## src/rtl/psum_pkg.sv

```systemverilog
// Shared types and helpers for the partial-sum output stage and its result FIFO.
package psum_pkg;

  localparam int unsigned WIDE_WIDTH = 64;

  // Accumulator sign-extended wide enough that shift, ReLU and clamp cannot overflow.
  typedef logic signed [WIDE_WIDTH-1:0] acc_wide_t;

  function automatic int unsigned ptr_width(input int unsigned depth);
    return (depth > 1) ? $clog2(depth) : 1;
  endfunction

  function automatic acc_wide_t sat_trunc(input acc_wide_t value, input int unsigned width);
    acc_wide_t max_v;
    acc_wide_t min_v;
    max_v = (acc_wide_t'(1) <<< (width - 1)) - acc_wide_t'(1);
    min_v = ~max_v;
    if (value > max_v) return max_v;
    if (value < min_v) return min_v;
    return value;
  endfunction

endpackage

```

## src/rtl/result_fifo.sv

```systemverilog
// Synchronous FIFO with registered storage; a push into a full FIFO succeeds when it pops in the same cycle.
module result_fifo
  import psum_pkg::*;
#(
  parameter int unsigned WIDTH = 16,
  parameter int unsigned DEPTH = 4
) (
  input  logic             clk,
  input  logic             rst_n,
  input  logic             clear,
  input  logic             push,
  input  logic [WIDTH-1:0] push_data,
  input  logic             pop,
  output logic [WIDTH-1:0] head_data,
  output logic             full,
  output logic             empty
);

  localparam int unsigned PTR_WIDTH = ptr_width(DEPTH);

  logic [PTR_WIDTH:0] wr_ptr_q, wr_ptr_d;
  logic [PTR_WIDTH:0] rd_ptr_q, rd_ptr_d;
  logic [WIDTH-1:0]   mem_q [DEPTH];
  logic               do_push;
  logic               do_pop;

  assign empty = (wr_ptr_q == rd_ptr_q);
  assign full  = (wr_ptr_q[PTR_WIDTH] != rd_ptr_q[PTR_WIDTH]) &&
                 (wr_ptr_q[PTR_WIDTH-1:0] == rd_ptr_q[PTR_WIDTH-1:0]);

  assign head_data = empty ? '0 : mem_q[rd_ptr_q[PTR_WIDTH-1:0]];

  always_comb begin
    do_pop   = pop && !empty && !clear;
    do_push  = push && (!full || do_pop) && !clear;
    wr_ptr_d = wr_ptr_q + (PTR_WIDTH+1)'(do_push);
    rd_ptr_d = rd_ptr_q + (PTR_WIDTH+1)'(do_pop);
    if (clear) begin
      wr_ptr_d = '0;
      rd_ptr_d = '0;
    end
  end

  always_ff @(posedge clk or negedge rst_n) begin
    if (!rst_n) begin
      wr_ptr_q <= '0;
      rd_ptr_q <= '0;
    end else begin
      wr_ptr_q <= wr_ptr_d;
      rd_ptr_q <= rd_ptr_d;
    end
  end

  // When full, the write slot is the head slot being popped this cycle.
  always_ff @(posedge clk) begin
    if (do_push) mem_q[wr_ptr_q[PTR_WIDTH-1:0]] <= push_data;
  end

endmodule

```

## src/rtl/psum_accumulator.sv

```systemverilog
// Qualifies MAC output via a valid delay line, accumulates N passes, then scales,
// applies optional ReLU, saturates and buffers results behind valid/ready.
module psum_accumulator
  import psum_pkg::*;
#(
  parameter int unsigned IN_WIDTH     = 16,
  parameter int unsigned ACC_WIDTH    = 32,
  parameter int unsigned OUTPUT_WIDTH = 16,
  parameter int unsigned OUTPUT_SCALE = 0,
  parameter int unsigned MAC_LATENCY  = 6,
  parameter int unsigned PASS_WIDTH   = 8,
  parameter int unsigned FIFO_DEPTH   = 4
) (
  input  logic                           clk,
  input  logic                           arst_n_in,
  input  logic                           mac_valid,
  input  logic signed [IN_WIDTH-1:0]     mac_out,
  input  logic        [PASS_WIDTH-1:0]   cfg_passes,
  input  logic                           cfg_relu,
  input  logic                           clear,
  output logic                           out_valid,
  input  logic                           out_ready,
  output logic signed [OUTPUT_WIDTH-1:0] out_data,
  output logic                           busy,
  output logic                           overflow
);

  logic        [MAC_LATENCY-1:0]  dl_q, dl_d;
  logic        [PASS_WIDTH-1:0]   cnt_q, cnt_d;
  logic        [PASS_WIDTH-1:0]   n_q, n_d;
  logic signed [ACC_WIDTH-1:0]    acc_q, acc_d;
  logic                           ovf_q, ovf_d;

  logic                           q_valid;
  logic                           first_pass;
  logic                           last_pass;
  logic        [PASS_WIDTH-1:0]   n_eff;
  logic signed [ACC_WIDTH-1:0]    in_ext;
  logic signed [ACC_WIDTH-1:0]    acc_sum;
  acc_wide_t                      scaled;
  acc_wide_t                      rectified;
  logic        [OUTPUT_WIDTH-1:0] result;
  logic                           push;
  logic                           pop;
  logic                           fifo_full;
  logic                           fifo_empty;
  logic        [OUTPUT_WIDTH-1:0] head_data;

  assign q_valid    = dl_q[MAC_LATENCY-1];
  assign first_pass = (cnt_q == '0);
  assign n_eff      = (cfg_passes == '0) ? PASS_WIDTH'(1) : cfg_passes;
  assign in_ext     = ACC_WIDTH'(mac_out);

  always_comb begin
    dl_d = clear ? '0 : ((dl_q << 1) | MAC_LATENCY'(mac_valid));

    acc_sum   = first_pass ? in_ext : (acc_q + in_ext);
    last_pass = q_valid && (first_pass ? (n_eff == PASS_WIDTH'(1))
                                       : (cnt_q == n_q - PASS_WIDTH'(1)));

    cnt_d = cnt_q;
    n_d   = n_q;
    acc_d = acc_q;
    if (q_valid) begin
      acc_d = acc_sum;
      if (first_pass) n_d = n_eff;
      cnt_d = last_pass ? '0 : (cnt_q + PASS_WIDTH'(1));
    end
    if (clear) begin
      cnt_d = '0;
      n_d   = '0;
      acc_d = '0;
    end
  end

  // Arithmetic shift on the widened sum rounds toward minus infinity.
  always_comb begin
    scaled    = acc_wide_t'(acc_sum) >>> OUTPUT_SCALE;
    rectified = (cfg_relu && scaled[WIDE_WIDTH-1]) ? '0 : scaled;
    result    = OUTPUT_WIDTH'(sat_trunc(rectified, OUTPUT_WIDTH));
  end

  always_comb begin
    push  = last_pass && !clear;
    pop   = out_valid && out_ready;
    ovf_d = clear ? 1'b0 : (ovf_q || (push && fifo_full && !pop));
  end

  always_ff @(posedge clk or negedge arst_n_in) begin
    if (!arst_n_in) begin
      dl_q  <= '0;
      cnt_q <= '0;
      n_q   <= '0;
      acc_q <= '0;
      ovf_q <= 1'b0;
    end else begin
      dl_q  <= dl_d;
      cnt_q <= cnt_d;
      n_q   <= n_d;
      acc_q <= acc_d;
      ovf_q <= ovf_d;
    end
  end

  result_fifo #(
    .WIDTH (OUTPUT_WIDTH),
    .DEPTH (FIFO_DEPTH)
  ) u_result_fifo (
    .clk       (clk),
    .rst_n     (arst_n_in),
    .clear     (clear),
    .push      (push),
    .push_data (result),
    .pop       (pop),
    .head_data (head_data),
    .full      (fifo_full),
    .empty     (fifo_empty)
  );

  assign out_valid = !fifo_empty;
  assign out_data  = head_data;
  assign busy      = (|dl_q) || (cnt_q != '0);
  assign overflow  = ovf_q;

endmodule

```

## config.mk

```make
export PLATFORM = sky130hd
export DESIGN_NAME = psum_accumulator
export DESIGN_NICKNAME = d
export VERILOG_FILES = /design/src/rtl/psum_pkg.sv /design/src/rtl/result_fifo.sv /design/src/rtl/psum_accumulator.sv
export SDC_FILE = /design/constraint.sdc
export NUM_CORES = 1
export LEC_CHECK = 0
export ABC_AREA = 1
export BUFFER_PORTS_ARGS = -buffer_cell sky130_fd_sc_hd__buf_4
export CORE_UTILIZATION = 45
export DETAILED_ROUTE_END_ITERATION = 12
export PLACE_DENSITY = 0.7
export SETUP_SLACK_MARGIN = 0.1
export SLEW_MARGIN = 5
export SYNTH_ARGS = -nofsm -noshare
export SYNTH_HDL_FRONTEND = slang
export SYNTH_HIERARCHICAL = 1
export SYNTH_SLANG_ARGS = --single-unit
export TNS_END_PERCENT = 20
```

## constraint.sdc

```tcl
create_clock -name clk -period 4.3 [get_ports clk]
set_input_delay 0.645 -clock clk [delete_from_list [all_inputs] [get_ports clk]]
set_output_delay 0.645 -clock clk [all_outputs]
set_load 0.02 [all_outputs]
```

---- After elaboration in Yosys (flattened, before gate mapping) ----
Memories as Yosys holds them, arrays and structs flattened.
Cells that the tools add are included.
cells by class
  $mul .................................... 0
  reduce and logical (&&, ||, !) cells .... 25
  equality and inequality tests ........... 5
  add/sub/neg operators ................... 5
  bitwise gates (word level) .............. 1
  muxes and demuxes ....................... 26
  order comparisons ....................... 2
  divide/modulo/power cells ............... 0
  shift-type cells ........................ 0
operators with widths
  operator                                                                count
  32-bit two-way mux                                                      3
  16-bit two-way mux                                                      5
  64-bit by 16-bit > comparator with 1-bit output, second input constant  1
  64-bit by 16-bit < comparator with 1-bit output, second input constant  1
  64-bit two-way mux                                                      1
  8-bit two-way mux                                                       7
  32-bit by 16-bit adder with 32-bit output                               1
  8-bit logical NOT                                                       2
  1-bit logical AND                                                       11
  8-bit by 1-bit adder with 8-bit output, second input constant           1
  8-bit by 1-bit equality test with 1-bit output, second input constant   1
  8-bit equality test                                                     1
  8-bit nonzero test                                                      1
  8-bit by 1-bit subtractor with 8-bit output, second input constant      1
  1-bit two-way mux                                                       7
  3-bit by 1-bit adder with 3-bit output                                  2
  3-bit two-way mux                                                       2
  6-bit two-way mux                                                       1
  6-bit by 1-bit OR with 6-bit output                                     1
  6-bit OR reduction                                                      1
  1-bit logical NOT                                                       4
  2-bit nonzero test                                                      2
  3-bit equality test                                                     1
  1-bit logical OR                                                        3
  3 further kinds                                                         3
storage, ports and cells
  bits in writable memories ............... 64
  output and inout port bits .............. 19
  bits in latches ......................... 0
  memory bits (read-only) ................. 0
  register bits ........................... 61
  input bits .............................. 30
  logic and storage cells ................. 72
  memories kept ........................... 1
memories
  name                 words  width  rd ports  clocked after Yosys merged registers in  write ports  line               source
  u_result_fifo.mem_q  4      16     1         0                                        1            result_fifo.sv:23  logic [WIDTH-1:0] mem_q [DEPTH];

---- Logic depth before layout (Yosys ltp) ----
  word-level depth ........................ 10
  depth in mapped cells ................... 22
  depth with buffers taken out ............ 20

---- By module ----
Netlist, hierarchy kept.
by module, submodules not included
  module            cells each  area an instance (um2)  seq. area each (um2)  instances
  psum_accumulator  927         5591.6                  1376.3                1
  result_fifo       244         2917.8                  2072.0                1

---- Worst setup path before layout ----
Ideal clock, no wire load.
  path kind ............................... register to register
  start ................................... register cnt_q[0]
  end ..................................... memory u_result_fifo.mem_q[0][0] (enable)
  setup time .............................. 389 ps
  buffers on the path ..................... 1
  cell stages (with the launch flop) ...... 13
  period minus slack after synthesis ...... 3051 ps
  data required time ...................... 3911 ps
  path slack .............................. 1249 ps
  data arrival time ....................... 2663 ps
  cells stage by stage .................... dfrtp_1 > inv_1 > ha_1 > nor3b_1 > nand2_2 > clkbuf_1 > nor2_1 > nand3_1 > a21oi_1 > inv_1 > nor2_1 > nand2_1 > nor2_1
between the ends
  longest elaborated chain between the ends .. 8
  elaborated cells on any way between the ends .. 9
  classes of those cells .................. 1 x eq/ne; 3 x mux; 5 x reduce/logical
RTL lines
  what                                                             line                                            source
  start, declared                                                  psum_accumulator.sv:29                          logic [PASS_WIDTH-1:0] cnt_q, cnt_d;
  start signal, assigned                                           psum_accumulator.sv:98                          cnt_q <= cnt_d;
  8-bit equality test / 8-bit logical NOT (equally long branches)  psum_accumulator.sv:59, psum_accumulator.sv:50
  1-bit two-way mux (*)                                            psum_accumulator.sv:58                          last_pass = q_valid && (first_pass ? (n_eff == PASS_WIDTH'(1))
  1-bit logical AND (*)                                            psum_accumulator.sv:58
  1-bit logical AND (*)                                            psum_accumulator.sv:84                          push = last_pass && !clear;
  net push                                                         psum_accumulator.sv:43                          logic push;
  1-bit logical AND (*) (2 in series)                              result_fifo.sv:35                               do_push = push && (!full || do_pop) && !clear;
  1-bit two-way mux (*)                                            result_fifo.sv:56                               if (do_push) mem_q[wr_ptr_q[PTR_WIDTH-1:0]] <= push_data;
  1-bit two-way mux (not written as such) (*)                      result_fifo.sv:56
  end, declared                                                    result_fifo.sv:23
Mark *: on every way through the listed nets, which the timed path passes. The rest lies on a longest branch.

---- Final worst setup path ----
  start ................................... register acc_q[0]
  end ..................................... memory u_result_fifo.mem_q[1][1], data pin
between the ends
  longest elaborated chain between the ends .. 9
  elaborated cells on any way between the ends .. 12
  classes of those cells .................. 1 x add/sub; 2 x order compare; 8 x mux; 1 x reduce/logical
RTL lines
  what                                             line                     source
  start, declared                                  psum_accumulator.sv:31   logic signed [ACC_WIDTH-1:0] acc_q, acc_d;
  start signal, assigned                           psum_accumulator.sv:94   acc_q <= '0;
  start signal, assigned                           psum_accumulator.sv:100  acc_q <= acc_d;
  32-bit by 16-bit adder with 32-bit output (*)    psum_accumulator.sv:57   acc_sum = first_pass ? in_ext : (acc_q + in_ext);
  32-bit two-way mux (*)                           psum_accumulator.sv:57
  1-bit logical AND                                psum_accumulator.sv:79   rectified = (cfg_relu && scaled[WIDE_WIDTH-1]) ? '0 : scaled;
  64-bit two-way mux (*)                           psum_accumulator.sv:79
  64-bit by 16-bit < comparator with 1-bit output  psum_pkg.sv:19           if (value < min_v) return min_v;
  1-bit two-way mux (2 in series)                  psum_pkg.sv:19
  16-bit two-way mux                               psum_pkg.sv:20           return value;
  16-bit two-way mux (*)                           psum_pkg.sv:19
  net result[1]                                    psum_accumulator.sv:42   logic [OUTPUT_WIDTH-1:0] result;
Mark *: on every way through the listed nets, which the timed path passes. The rest lies on a longest branch. The select of a mux whose other input is x is not followed.

==> results.md <==
Power:
- Per report_power, the clock group accounts for 45.4% of the total.
- The combinational fraction of design power is 14.8%.
- VDD sags by at most 240 uV.
- The power per cell area is 336 mW/mm^2.
- Of the total power, the share spent switching nets is 27.8%.
- The part of the total power dissipated in sequential elements is 39.8%.
- The static leakage power is 4.97 nW.
- The total internal power is 2.34 mW.
- For this design the total switching power over the nets is 0.902 mW.

Drt:
- After the first detailed-routing iteration, the DRC count stood at 640.
- The post-detailed-route wirelength per cell is 15.2 um.
- The overall via count from detail_route is 7521.
- The number of antenna-violating nets in the routed design is 0.
- The number of vias per cell after detailed routing is 5.15.
- In the routed design, unresolved DRC markers number 0.
- The routed design has 22.2 mm of wire.
- The detailed-routing iteration count for the pre-antenna-repair pass is 5.

Final layout:
- With fillers left out, the area of the finished cells amounts to 0.00966 sq mm.
- The diode insertion count for antenna repair is 0.
- The finished layout holds 1459 standard cells, fillers aside.
- Counting the fill cells in the layout gives 1741.
- The final layout net count is 1286.
- The area growth from synthesis to layout is 13.5%.
- The final core utilization is 52.9%.
- The fraction of final layout cells sized beyond drive strength 1 is 9.76%.

STA:
- The slew at the pin closest to its max-slew limit is 841 ps.
- The post-route minimum period is 3320 ps.
- The number of max-slew violations in the final report is 0.
- Dividing the final minimum period by the clock period gives 77.3%.
- Summed over all failing endpoints, the final setup total negative slack is 0 ps.
- In this run the tightest slew margin relative to its limit is 43.9%.
- Based on the critical path, the design can be clocked at up to 301 MHz.
- The total count of hold-check failures in the final report is 0.
- Setup repair after global routing left no endpoint under its margin.
- The number of endpoints failing setup at the final stage is 0.
- The final setup skew is 10.9 ps.

Worst setup path:
- STA puts the critical path data required time at 4450 ps.
- Along the worst path, the maximum fanout reaches 15.
- The critical path in this run is classified as reg -> reg.
- Data on the critical path arrives at its endpoint at 3470 ps.
- The nature of the critical path startpoint is a register.
- The worst setup path is captured at a register.

Die:
- The area of the core is 0.0183 sq mm.
- The number of rows created at floorplan is 49.
- The height of the chip is 140 um.
- The initial standard-cell utilization of the core is 46.6%.
- In this run the horizontal extent of the chip is 140 um.
- The area of the die is 0.0195 sq mm.
- The I/O pin count is 49.

Yosys:
- The average instance in the mapped netlist occupies 7.27 sq um.
- The synthesized netlist occupies a cell area of 0.00851 sq mm.
- The top flip-flop cell by instance count after synthesis is edfxtp_1.
- In this run, synthesis produced a sequential element count of 125.
- The number of library cell types mapped by synthesis is 46.
- The share of synthesized registers carrying an async set or reset is 48.8%.
- The count of warnings emitted by yosys is 6.
- The share of synthesized area in the top cell type comes to 22.6%.
- Counting every net in the synthesized netlist gives 1240.
- The post-synthesis sequential area ratio is 40.5%.
- Ranked by total cell area, the synthesized netlist is headed by edfxtp_1 (23%), dfrtp_1 (18%), nand2_1 (16%).
- The cell count after synthesis is 1171.
- The most area-hungry cell type in the Yosys netlist is edfxtp_1.
- The number of enable flip-flop cells after synthesis is 64.

Clocking:
- The buffer count from post-CTS setup fixing is 0.
- The number of gates resized after cts is 0.
- The number of clock buffers inserted by TritonCTS is 17.
- The count of hold-fix buffers inserted at cts is 0.
- At the later pin of the worst-skew pair, clock insertion delay measures 420 ps.
- The tree is rooted in a clkbuf_16.
- The total clock sinks is 125.
- The register clock-pin slew on the reported worst setup and hold paths is 60 ps.
- The H-tree was split into 4 levels.
- TritonCTS built the clock tree.
- The maximum count of clock buffers along a single path is 2.

Worst hold path:
- In this run the worst hold path is classified as in -> async.

GRT:
- The via count of the first global-routing pass is 7240.
- Entering global routing, the biggest net connects 62 pins.
- The aggregate global-route resource usage is 23.8%.
- The first global-routing pass estimated 36.1 mm of wire.
- The initial antenna violation count was 0.
- Summed over all layers, the global routing overflow is 0.

Outcome:
- The run finished with clean final reports.

Place:
- Summed over all nets, the half-perimeter wirelength after detailed placement is 16.1 mm.
- The congestion estimate from routability-driven global placement came to 0.998.
- The placed cell area is 0.00905 sq mm.
- In this run, placement finished with an instance count of 1427.
- During placement, the flow inserted port buffers numbering 48.

Job:
- Across the run, the number of max-cap violations was 0.
[synthesized netlist by cell type (3+ instances only)]
master and instances:
nand3_1 58, ha_1 38, xor2_1 11, o22ai_1 22, o21ai_0 64, nor2_1 128
buf_2 11, o21ai_1 4, clkbuf_1 11, dfrtp_1 61, edfxtp_1 64, a21oi_1 38
xnor2_1 12, nor3_1 6, a22o_1 14, nand4_1 12, inv_2 7, nand2_1 354
buf_6 3, nand2_2 10, nor2_2 6, nand3_2 4, nand3b_1 4, nor4_1 4
and2_1 3, inv_1 194
[sequential cells by signal, indices dropped and copies added (netlist names)]
signal,flops
acc_q,32
cnt_q,8
dl_q,6
n_q,8
overflow,1
u_result_fifo/mem_q,64
u_result_fifo/rd_ptr_q,3
u_result_fifo/wr_ptr_q,3
[cell type report]
cell class                 count  area, sq um  share of cell area, %
sequential                   125         3450                   35.7
clock inverter                 9         92.6                  0.958
multi-input combinational    815         4130                   42.8
inverter                     202          758                   7.85
timing repair buffer          56          420                   4.35
clock buffer                  23          522                   5.40
tap                          229          287                   2.97
[stage by stage]
stage / total power, mW / setup WS, ps / hold WS [ps]
CTS: 3.25 / 1040 / 361
finish: 3.24 / 975 / 332
global placement: 1.78 / 696 / 461
floorplan: 1.64 / 1250 / 349
detailed placement: 1.79 / 651 / 477
global route: 3.37 / 715 / 402
[metal layers]
| metal | up-vias | GRT usage, % | wire length (um) |
|---|---|---|---|
| met2 | 234 | 37.0 | 9830 |
| met1 | 3395 | 31.8 | 10200 |
| met4 | 0 | 11.5 | 864 |
| met3 | 56 | 4.61 | 1270 |
| li1 | 3836 | - | - |
| met5 | - | 0 | 0 |
[path summary, 6_finish.rpt]
kind                       startpoint                   endpoint  slack, ps  cells after the start
setup reg to reg             acc_q[0]  u_result_fifo/mem_q[1][1]        980                     16
min in group clk            mac_valid                    dl_q[0]        440                      3
setup / recovery             acc_q[0]  u_result_fifo/mem_q[1][1]        980                     16
hold / removal              arst_n_in                     n_q[2]        330                      1
hold reg to reg               dl_q[0]                    dl_q[1]        490                      2
max in group asynchronous   arst_n_in                   acc_q[7]       3420                      1
[critical path, cell delays in order (launching register included)]
cell,delay [ps]
dfrtp_1,380
ha_1,270
fa_1,450
nand3_1,90
nand3_1,200
nand3_1,130
nand3_1,170
nand3b_1,170
nand2_1,60
nand2_1,50
nand3_1,120
o21ai_0,230
nand2_1,70
a21oi_1,190
nand3_2,110
nand2_4,190
nand2_1,140
[power by group through the flow]
stage                     sequential [mW]  combinational [mW]  clock (mW)
final                                1.29               0.481        1.47
after floorplan                      1.31               0.327           0
after global routing                 1.29               0.536        1.54
after CTS                            1.29               0.476        1.49
after global placement               1.31               0.470           0
after detailed placement             1.31               0.473           0
[placed cells by master, fill, tap and decap left out, types with 11 or more instances in the layout]
cell | Yosys | routed
xnor2_1 | 12 | 12
nand3_1 | 58 | 58
clkbuf_16 | 0 | 20
o21ai_0 | 64 | 64
a21oi_1 | 38 | 38
dfrtp_1 | 61 | 61
o22ai_1 | 22 | 22
nor2_1 | 128 | 127
a22o_1 | 14 | 14
edfxtp_1 | 64 | 64
nand2_1 | 354 | 354
nand4_1 | 12 | 12
xor2_1 | 11 | 11
inv_1 | 194 | 194
buf_4 | 1 | 56
ha_1 | 38 | 38
[cell families (layout without fill, tap and decap cells)]
family / after synthesis / after routing / share of synthesized area, %
DFF: 125 / 125 / 40.5
and+or+nand+nor: 596 / 596 / 29.4
xor gates and xnor gates: 24 / 24 / 2.69
buffers and inverters: 231 / 290 / 10.9
adders and majority gates: 39 / 39 / 5.82
AOI/OAI and AO/OA: 156 / 156 / 10.6
Power figures use the tool's default switching activity.
